## src/rtl/uart_rx_oversample_if.sv

```systemverilog
// Serial-side and byte-side signals of the oversampling UART receiver.
// The master drives the line and tick source; the receiver (slave) drives the byte outputs.
interface uart_rx_oversample_if #(
    parameter int unsigned DATA_BITS = 8
);
    logic                 baud_clk;
    logic                 rx;
    logic [DATA_BITS-1:0] data_out;
    logic                 data_valid;
    logic                 frame_err;
    logic                 busy;

    modport master (
        output baud_clk,
        output rx,
        input  data_out,
        input  data_valid,
        input  frame_err,
        input  busy
    );

    modport slave (
        input  baud_clk,
        input  rx,
        output data_out,
        output data_valid,
        output frame_err,
        output busy
    );
endinterface

```

## src/rtl/uart_rx_oversample.sv

```systemverilog
// 8N1 UART receiver on the system clock, using rising edges of the divider square wave
// as oversampling ticks; emits a byte with a valid strobe or a framing-error strobe.
module uart_rx_oversample #(
    parameter int unsigned OVERSAMPLE = 16,
    parameter int unsigned DATA_BITS  = 8
) (
    input logic                 i_clk,
    input logic                 i_rst,
    uart_rx_oversample_if.slave io_uart
);

    localparam int unsigned CntW = $clog2(OVERSAMPLE + 1);
    localparam int unsigned BitW = $clog2(DATA_BITS + 1);
    localparam logic [CntW-1:0] CntHalf = CntW'(OVERSAMPLE / 2);
    localparam logic [CntW-1:0] CntFull = CntW'(OVERSAMPLE);
    localparam logic [BitW-1:0] BitLast = BitW'(DATA_BITS - 1);

    typedef enum logic [2:0] {
        StIdle,
        StStart,
        StData,
        StStop,
        StWaitIdle
    } state_e;

    logic                 r_baud_d;
    logic                 r_rx_meta;
    logic                 r_rx_s;
    state_e               r_state;
    logic [CntW-1:0]      r_cnt;
    logic [BitW-1:0]      r_bit;
    logic [DATA_BITS-1:0] r_shift;
    logic [DATA_BITS-1:0] r_data;
    logic                 r_valid;
    logic                 r_err;
    logic                 r_busy;

    logic                 w_tick;
    logic [CntW-1:0]      w_cnt_inc;

    assign w_tick    = io_uart.baud_clk & ~r_baud_d;
    assign w_cnt_inc = r_cnt + CntW'(1);

    // Synchroniser resets to idle-high so reset release never looks like a start bit.
    always_ff @(posedge i_clk) begin
        if (i_rst) begin
            r_baud_d  <= 1'b0;
            r_rx_meta <= 1'b1;
            r_rx_s    <= 1'b1;
        end else begin
            r_baud_d  <= io_uart.baud_clk;
            r_rx_meta <= io_uart.rx;
            r_rx_s    <= r_rx_meta;
        end
    end

    always_ff @(posedge i_clk) begin
        if (i_rst) begin
            r_state <= StIdle;
            r_cnt   <= '0;
            r_bit   <= '0;
            r_shift <= '0;
            r_data  <= '0;
            r_valid <= 1'b0;
            r_err   <= 1'b0;
            r_busy  <= 1'b0;
        end else begin
            r_valid <= 1'b0;
            r_err   <= 1'b0;
            if (w_tick) begin
                unique case (r_state)
                    StIdle: begin
                        if (!r_rx_s) begin
                            r_state <= StStart;
                            r_cnt   <= '0;
                            r_busy  <= 1'b1;
                        end
                    end
                    StStart: begin
                        if (w_cnt_inc == CntHalf) begin
                            r_cnt <= '0;
                            r_bit <= '0;
                            if (!r_rx_s) begin
                                r_state <= StData;
                            end else begin
                                r_state <= StIdle;
                                r_busy  <= 1'b0;
                            end
                        end else begin
                            r_cnt <= w_cnt_inc;
                        end
                    end
                    StData: begin
                        if (w_cnt_inc == CntFull) begin
                            r_cnt <= '0;
                            // Right shift: the first (LSB) bit ends up in bit 0 after DATA_BITS.
                            r_shift <= {r_rx_s, r_shift[DATA_BITS-1:1]};
                            if (r_bit == BitLast) begin
                                r_state <= StStop;
                                r_bit   <= '0;
                            end else begin
                                r_bit <= r_bit + BitW'(1);
                            end
                        end else begin
                            r_cnt <= w_cnt_inc;
                        end
                    end
                    StStop: begin
                        if (w_cnt_inc == CntFull) begin
                            r_cnt <= '0;
                            if (r_rx_s) begin
                                r_data  <= r_shift;
                                r_valid <= 1'b1;
                                r_state <= StIdle;
                                r_busy  <= 1'b0;
                            end else begin
                                r_err   <= 1'b1;
                                r_state <= StWaitIdle;
                            end
                        end else begin
                            r_cnt <= w_cnt_inc;
                        end
                    end
                    StWaitIdle: begin
                        if (r_rx_s) begin
                            r_state <= StIdle;
                            r_busy  <= 1'b0;
                        end
                    end
                    default: begin
                        r_state <= StIdle;
                        r_cnt   <= '0;
                        r_bit   <= '0;
                        r_busy  <= 1'b0;
                    end
                endcase
            end
        end
    end

    assign io_uart.data_out   = r_data;
    assign io_uart.data_valid = r_valid;
    assign io_uart.frame_err  = r_err;
    assign io_uart.busy       = r_busy;

endmodule

```

## src/flat_wrapper.sv

```systemverilog
// flat-port wrapper written by rule: the top's interface ports become plain ports
module uart_rx_oversample_flat 
#(
    parameter int unsigned OVERSAMPLE = 16,
    parameter int unsigned DATA_BITS  = 8
)
  (i_clk, i_rst, io_uart_baud_clk, io_uart_rx, io_uart_data_out, io_uart_data_valid, io_uart_frame_err, io_uart_busy);
  uart_rx_oversample_if #(.DATA_BITS(DATA_BITS)) io_uart_i ();
  input logic i_clk;
  input logic i_rst;
  input wire logic [$bits(io_uart_i.baud_clk)-1:0] io_uart_baud_clk;
  input wire logic [$bits(io_uart_i.rx)-1:0] io_uart_rx;
  output wire logic [$bits(io_uart_i.data_out)-1:0] io_uart_data_out;
  output wire logic [$bits(io_uart_i.data_valid)-1:0] io_uart_data_valid;
  output wire logic [$bits(io_uart_i.frame_err)-1:0] io_uart_frame_err;
  output wire logic [$bits(io_uart_i.busy)-1:0] io_uart_busy;
  assign io_uart_i.baud_clk = io_uart_baud_clk;
  assign io_uart_i.rx = io_uart_rx;
  assign io_uart_data_out = io_uart_i.data_out;
  assign io_uart_data_valid = io_uart_i.data_valid;
  assign io_uart_frame_err = io_uart_i.frame_err;
  assign io_uart_busy = io_uart_i.busy;
  uart_rx_oversample #(.OVERSAMPLE(OVERSAMPLE), .DATA_BITS(DATA_BITS)) u_core (.i_clk(i_clk), .i_rst(i_rst), .io_uart(io_uart_i));
endmodule
```

## config.mk

```make
export PLATFORM = sky130hd
export DESIGN_NAME = uart_rx_oversample_flat
export DESIGN_NICKNAME = d
export VERILOG_FILES = /design/src/rtl/uart_rx_oversample_if.sv /design/src/rtl/uart_rx_oversample.sv /design/src/flat_wrapper.sv
export SDC_FILE = /design/constraint.sdc
export NUM_CORES = 1
export LEC_CHECK = 0
export BUFFER_PORTS_ARGS = -buffer_cell sky130_fd_sc_hd__buf_2
export CAP_MARGIN = 20
export CORE_MARGIN = 5
export CORE_UTILIZATION = 40
export CTS_CLUSTER_SIZE = 10
export DETAILED_ROUTE_END_ITERATION = 16
export HOLD_SLACK_MARGIN = 0.02
export SYNTH_ARGS = -nofsm -noshare
export SYNTH_HDL_FRONTEND = slang
export SYNTH_SLANG_ARGS = --single-unit
```

## constraint.sdc

```tcl
create_clock -name i_clk -period 2.55 [get_ports i_clk]
set_clock_uncertainty 0.1 [all_clocks]
set_input_delay 0.51 -clock i_clk [delete_from_list [all_inputs] [get_ports i_clk]]
set_output_delay 0.51 -clock i_clk [all_outputs]
set_load 0.005 [all_outputs]
```

==> results of run 1 <==
[path summary, 6_finish.rpt]
check | endpoint | start | slack, ps | cells past startpoint
hold reg to reg | u_core.r_rx_s | u_core.r_rx_meta | 310 | 1
setup reg to reg | u_core.r_state[0] | u_core.r_cnt[0] | 440 | 5
hold / removal | u_core.r_rx_meta | io_uart_rx | 300 | 2
setup / recovery | u_core.r_state[0] | u_core.r_cnt[0] | 440 | 5
[metal layers]
metal / track usage (%) / part of all wire, % / wire length (um)
met1: 16.26 / 46 / 1505
met2: 19.25 / 47 / 1531
met3: 2.937 / 3.8 / 123
met4: 7.115 / 2.5 / 80
met5: 0 / 0 / 0
[power by group]
part / switching [mW] / internal [mW] / leakage [nW]
Combinational: 0.0243 / 0.0141 / 0.472
Clock: 0.198 / 0.217 / 0.0472
Sequential: 0.00473 / 0.535 / 0.275
[placed cells by master (no fill, tap or decap), types with 5 or more instances in the layout]
cell type                  Yosys  final
sky130_fd_sc_hd__dfxtp_1      34     34
sky130_fd_sc_hd__mux2i_1      18     18
sky130_fd_sc_hd__nand3_1       6      6
sky130_fd_sc_hd__clkbuf_8      0      6
sky130_fd_sc_hd__nand2b_1      5      5
sky130_fd_sc_hd__nand2_1      12     12
sky130_fd_sc_hd__nor2_1       25     25
sky130_fd_sc_hd__nor3_1        6      6
sky130_fd_sc_hd__a21oi_1       7      7
sky130_fd_sc_hd__buf_2         2     14
[state kept, by name (all words and copies together), names as in the netlist]
signal                     flops
u_core.r_shift                 8
u_core.r_state                 3
u_core.r_bit                   4
u_core.r_baud_d                1
u_core.r_rx_s                  1
u_core.r_rx_meta               1
u_core.io_uart.busy            1
u_core.io_uart.frame_err       1
u_core.r_cnt                   5
u_core.io_uart.data_out        8
u_core.io_uart.data_valid      1
[final cells by class]
type                            instances  area (um2)
Fill cell                             408        2216
Multi-Input combinational cell        134       895.9
Sequential cell                        34       680.7
Timing Repair Buffer                   17       92.59
Clock buffer                            6       82.58
Tap cell                               50       62.56
Inverter                                4       15.01
Clock inverter                          2       12.51
[critical path, cell delays in order, from the launching register on]
cell and delay (ps):
sky130_fd_sc_hd__dfxtp_1 430, sky130_fd_sc_hd__ha_1 220, sky130_fd_sc_hd__and2_0 310, sky130_fd_sc_hd__a31oi_1 180, sky130_fd_sc_hd__a311oi_2 410, sky130_fd_sc_hd__mux2_1 350
[metrics by stage]
stage,util (%),total power [mW]
finish,45.39,0.9926
global route,45.39,1.030
CTS,45.39,1.010
detailed placement,43.05,0.5907
global placement,43.05,0.5900
floorplan,-,0.5826
[logic make-up (layout without fill, tap and decap cells)]
family	Yosys count	count (layout)	share of synthesized area (%)
DFF	34	34	40.30
AOI/OAI and AO/OA	31	31	13.63
xor gates and xnor gates	3	3	1.556
buffers and inverters	16	29	6.666
muxes	20	20	12.00
adders and majority gates	2	2	1.481
and+or+nand+nor	78	78	24.37
==> impl_metrics.toml, run 1 <==
[outcome]
run_status = "completed"

[clocking]
cts.sink_count = 34
clock_path_buffers = 2
cts_inserted_buffers = 5
tritoncts = "built"
post_cts_buffers = 0
number_of_h_tree_branching_levels = 2
clockRootBuffer = "sky130_fd_sc_hd__clkbuf_8"
post_cts_resized = 0
worst_skew_pair.late_latency_ps = 290
worst_setup_hold_path_clk_slew_ps = 70
cts.hold.buffers_added = 0

[sta]
min_period_ps = 2114
relSlewSlack_pct = 47.40
rsz0062_at_grt = "false"
setup-violations-final = 0
max_slew.worst_pin.slew_ps = 782.4
finalHoldViolCount = 0
maxSlewViolCount = 0
finalCritPeriodShare_pct = 82.89
fmax_ghz = 0.4731
fin_ws_ps = 436.3
fin_tns_setup_ps = 0
worst_hold_slack_ps = 304.4

[setup_path]
cp-end-kind = "flip-flop"
timing.setup.critical_path_class = "reg2reg"
critPathMaxFanout = 7
critPathRequiredTime_ps = 2630
cp-start-kind = "flip-flop"
arrival_ps = 2190

[synthesis]
syn-instance-count = 184
post_synth_most_frequent_cells = "sky130_fd_sc_hd__dfxtp_1, sky130_fd_sc_hd__nor2_1, sky130_fd_sc_hd__mux2i_1"
post_synth_instance_area_um2 = 1689
postSynth.topFlopCell = "sky130_fd_sc_hd__dfxtp_1"
syn_avg_cell_area_um2 = 9.180
netlist.top_cell.by_area = "sky130_fd_sc_hd__dfxtp_1"
ys_seq_elements = 34
seq_area_frac_synth_pct = 40.30
synthMostInstantiatedCell = "sky130_fd_sc_hd__dfxtp_1"
synth.top_cell.area_share_pct = 40.30
synth.net_count = 190
synth-edff-count = 0
postSynth.asyncResetShare_pct = 0
netlist_top_cells_area = "sky130_fd_sc_hd__dfxtp_1, sky130_fd_sc_hd__mux2i_1, sky130_fd_sc_hd__nor2_1, sky130_fd_sc_hd__buf_6, sky130_fd_sc_hd__nand2_1"
distinct_cell_type_count_after_synthesis = 50
synth_warnings = 0

[placement]
place.port_buffers = 14
place.gp.congestion = 0.8409
post_place_cell_area_um2 = 1747
placed_cells = 239
dpl.hpwl_um = 2357
dp_slack_ps = 454.6

[detailed_routing]
detailed_route_wl_um = 3240
antenna_left = 0
detailedRoute.firstIterationViolations = 90
via_per_inst = 5.397
routed-via-count = 1333
drtPass1Iterations = 4
wl_per_cell_um = 13.12
route.detailed.drc = 0

[floorplanning]
die_width_um = 74.99
die_h_um = 74.99
placement_rows = 23
floorplan.initialDensity_pct = 41.63
core-area_um2 = 4058
ioPinCount = 15
fp.dieArea_um2 = 5623

[power_and_ir_drop]
power_density_nw_per_um2 = 538.9
max-vdd-ir-drop_mv = 0.3848
static-leakage-power_nw = 0.7937

[grt]
grt_use_total_pct = 12.59
grt_first_pass_wirelength_um = 5361
grt_antenna_before_repair = 0
gr-total-overflow = 0
grt_max_degree = 41
via_count_of_the_first_global_routing_pass = 1184

[layout]
areaGrowthSynthToFinish_pct = 9.037
finalNonFillerCells = 247
final_stage_net_count = 202
final_design_area_no_fill_um2 = 1842
post_route_cells_drive_above_1_share_pct = 19.80
num_antenna_cells = 0

[flow_run]
maxCapViolations = 0

[min_path]
hold_path_class = "in2reg"
(Power assumes the default switching activity.)
==> run 2: changes to the inputs <==
- clock period: 2.55 -> 1.7 ns (I/O delays scaled with it)
==> run 2 against run 1 <==
The flow now finishes with violations (setup timing). Power up 51%. Via count up 7.8%. Critical path type unchanged. Sequential share of layout area down 4.8 points. First-iteration DRC count down 19%. Hold slack worse by 170 ps. Critical path depth unchanged. Clock power up 48%.
==> impl_metrics.toml, run 2 (same netlist as run 1, synthesis figures left out) <==
[sta]
fin_ws_ps = -102.0
finalHoldViolCount = 0
fmax_ghz = 0.5550
max_slew.worst_pin.slew_ps = 358.5
rsz0062_at_grt = "true"
min_period_ps = 1802
relSlewSlack_pct = 75.79
maxSlewViolCount = 0
worst_hold_slack_ps = 135.2
setup-violations-final = 15
finalCritPeriodShare_pct = 106.0

[power_and_ir_drop]
max-vdd-ir-drop_mv = 0.5047
power_density_nw_per_um2 = 696.8
power.total_mw = 1.498
static-leakage-power_nw = 0.9481

[detailed_routing]
wl_met3_um = 138
detailed_route_wl_um = 3607
antenna_left = 0
via_per_inst = 5.264
route.detailed.drc = 0
drtPass1Iterations = 4
routed.top_layer = "met4"
detail_route.wirelength.met1_um = 1686
routed-via-count = 1437
wl_per_cell_um = 13.21
wl_met2_um = 1733
detailedRoute.firstIterationViolations = 73

[floorplanning]
floorplan.initialDensity_pct = 41.63
core-area_um2 = 4058
ioPinCount = 15
placement_rows = 23
die_width_um = 74.99
fp.dieArea_um2 = 5623
die_h_um = 74.99

[layout]
mostFrequentLayoutCells = "sky130_fd_sc_hd__dfxtp_1, sky130_fd_sc_hd__nor2_1, sky130_fd_sc_hd__buf_4, sky130_fd_sc_hd__mux2i_1, sky130_fd_sc_hd__buf_2"
fillers = 366
post_route_cells_drive_above_1_share_pct = 35.43
seqCellArea_um2 = 690.7
finalNonFillerCells = 273
areaGrowthSynthToFinish_pct = 27.26
final_design_area_no_fill_um2 = 2150
num_antenna_cells = 0
layout_commonest_cell = "sky130_fd_sc_hd__dfxtp_1"
final_stage_net_count = 228
multiInputGateArea_um2 = 959.7

[outcome]
violations = "setup timing"
run_status = "finished with violations"

[clocking]
clockRootBuffer = "sky130_fd_sc_hd__clkbuf_8"
worst_setup_hold_path_clk_slew_ps = 70
number_of_h_tree_branching_levels = 2
cts.sink_count = 34
clock_path_buffers = 2
worst_skew_pair.late_latency_ps = 280
tritoncts = "built"
cts_inserted_buffers = 5

[flow_run]
maxCapViolations = 0

[setup_path]
cp-start-kind = "flip-flop"
arrival_ps = 1870
critical_path.reg2reg.startpoint = "u_core.r_cnt[1]"
worstSetupStartpoint = "u_core.r_cnt[1]"
timing.setup.critical_path_class = "reg2reg"
critPathRequiredTime_ps = 1770
cp-end-kind = "flip-flop"
critPathMaxFanout = 5

[min_path]
hold_path_class = "in2reg"
timing.hold.worst.start = "io_uart_rx"

[placement]
post_place_cell_area_um2 = 1941
placed_cells = 261
dpl.hpwl_um = 2645
dp_slack_ps = -204.0
place.port_buffers = 14
place.gp.congestion = 0.8629

[grt]
grt_antenna_before_repair = 0
via_count_of_the_first_global_routing_pass = 1362
grt_max_degree = 26
grt_first_pass_wirelength_um = 6196
gr-total-overflow = 0
grt_use_total_pct = 14.18
[run 2: cell count changes in the layout (fill, tap and decap cells not counted), sizes merged]
cell	before	now
buf	17	43
[run 2: power breakdown]
part | leakage [nW] | internal (mW) | switching (mW)
combinational | 0.623 | 0.0343 | 0.0455
sequential | 0.278 | 0.801 | 0.00421
clock | 0.0472 | 0.325 | 0.288
[run 2: what timing repair did]
item / CTS / global route
gates resized for setup: 9 / 12
setup buffers: 2 / 2
pin swaps: 5 / 6
endpoints found under the setup margin: 24 / 27
hold buffers: 0 / 0
[run 2: metal layers]
| metal | track usage, % | up-vias |
|---|---|---|
| met1 | 18.36 | 686 |
| met3 | 4.005 | 6 |
| met5 | 0 | - |
| met4 | 4.150 | 0 |
| met2 | 23.02 | 19 |
| li1 | - | 726 |
[run 2: final timing paths]
| path | endpoint | slack [ps] | cells after the start |
|---|---|---|---|
| worst min register to register | u_core.r_rx_s | 310 | 1 |
| worst max register to register | u_core.r_state[0] | -100 | 5 |
| worst min-delay path | u_core.r_rx_meta | 140 | 2 |
| worst max-delay path | u_core.r_state[0] | -100 | 5 |
[run 2: layout make-up]
class	instances	share of cell area, %
Clock buffer	6	3.842
Clock inverter	2	0.5821
Tap cell	50	2.910
Timing Repair Buffer	43	15.19
Multi-Input combinational cell	134	44.64
Inverter	4	0.6985
Sequential cell	34	32.13
[run 2: through the flow]
stage	utilization, %	TNS (ps)
after floorplan	-	-255.1
after global placement	47.83	-840.4
after detailed placement	47.83	-2218
after CTS	51.34	-684.7
after global routing	52.98	-2015
final	52.98	-501.1
[run 2: worst max-delay path: stages, from the launching register on]
cell and delay [ps]:
sky130_fd_sc_hd__dfxtp_4 360, sky130_fd_sc_hd__and2_4 170, sky130_fd_sc_hd__o22ai_4 220, sky130_fd_sc_hd__nand3_2 130, sky130_fd_sc_hd__a311oi_4 360, sky130_fd_sc_hd__mux2_1 350
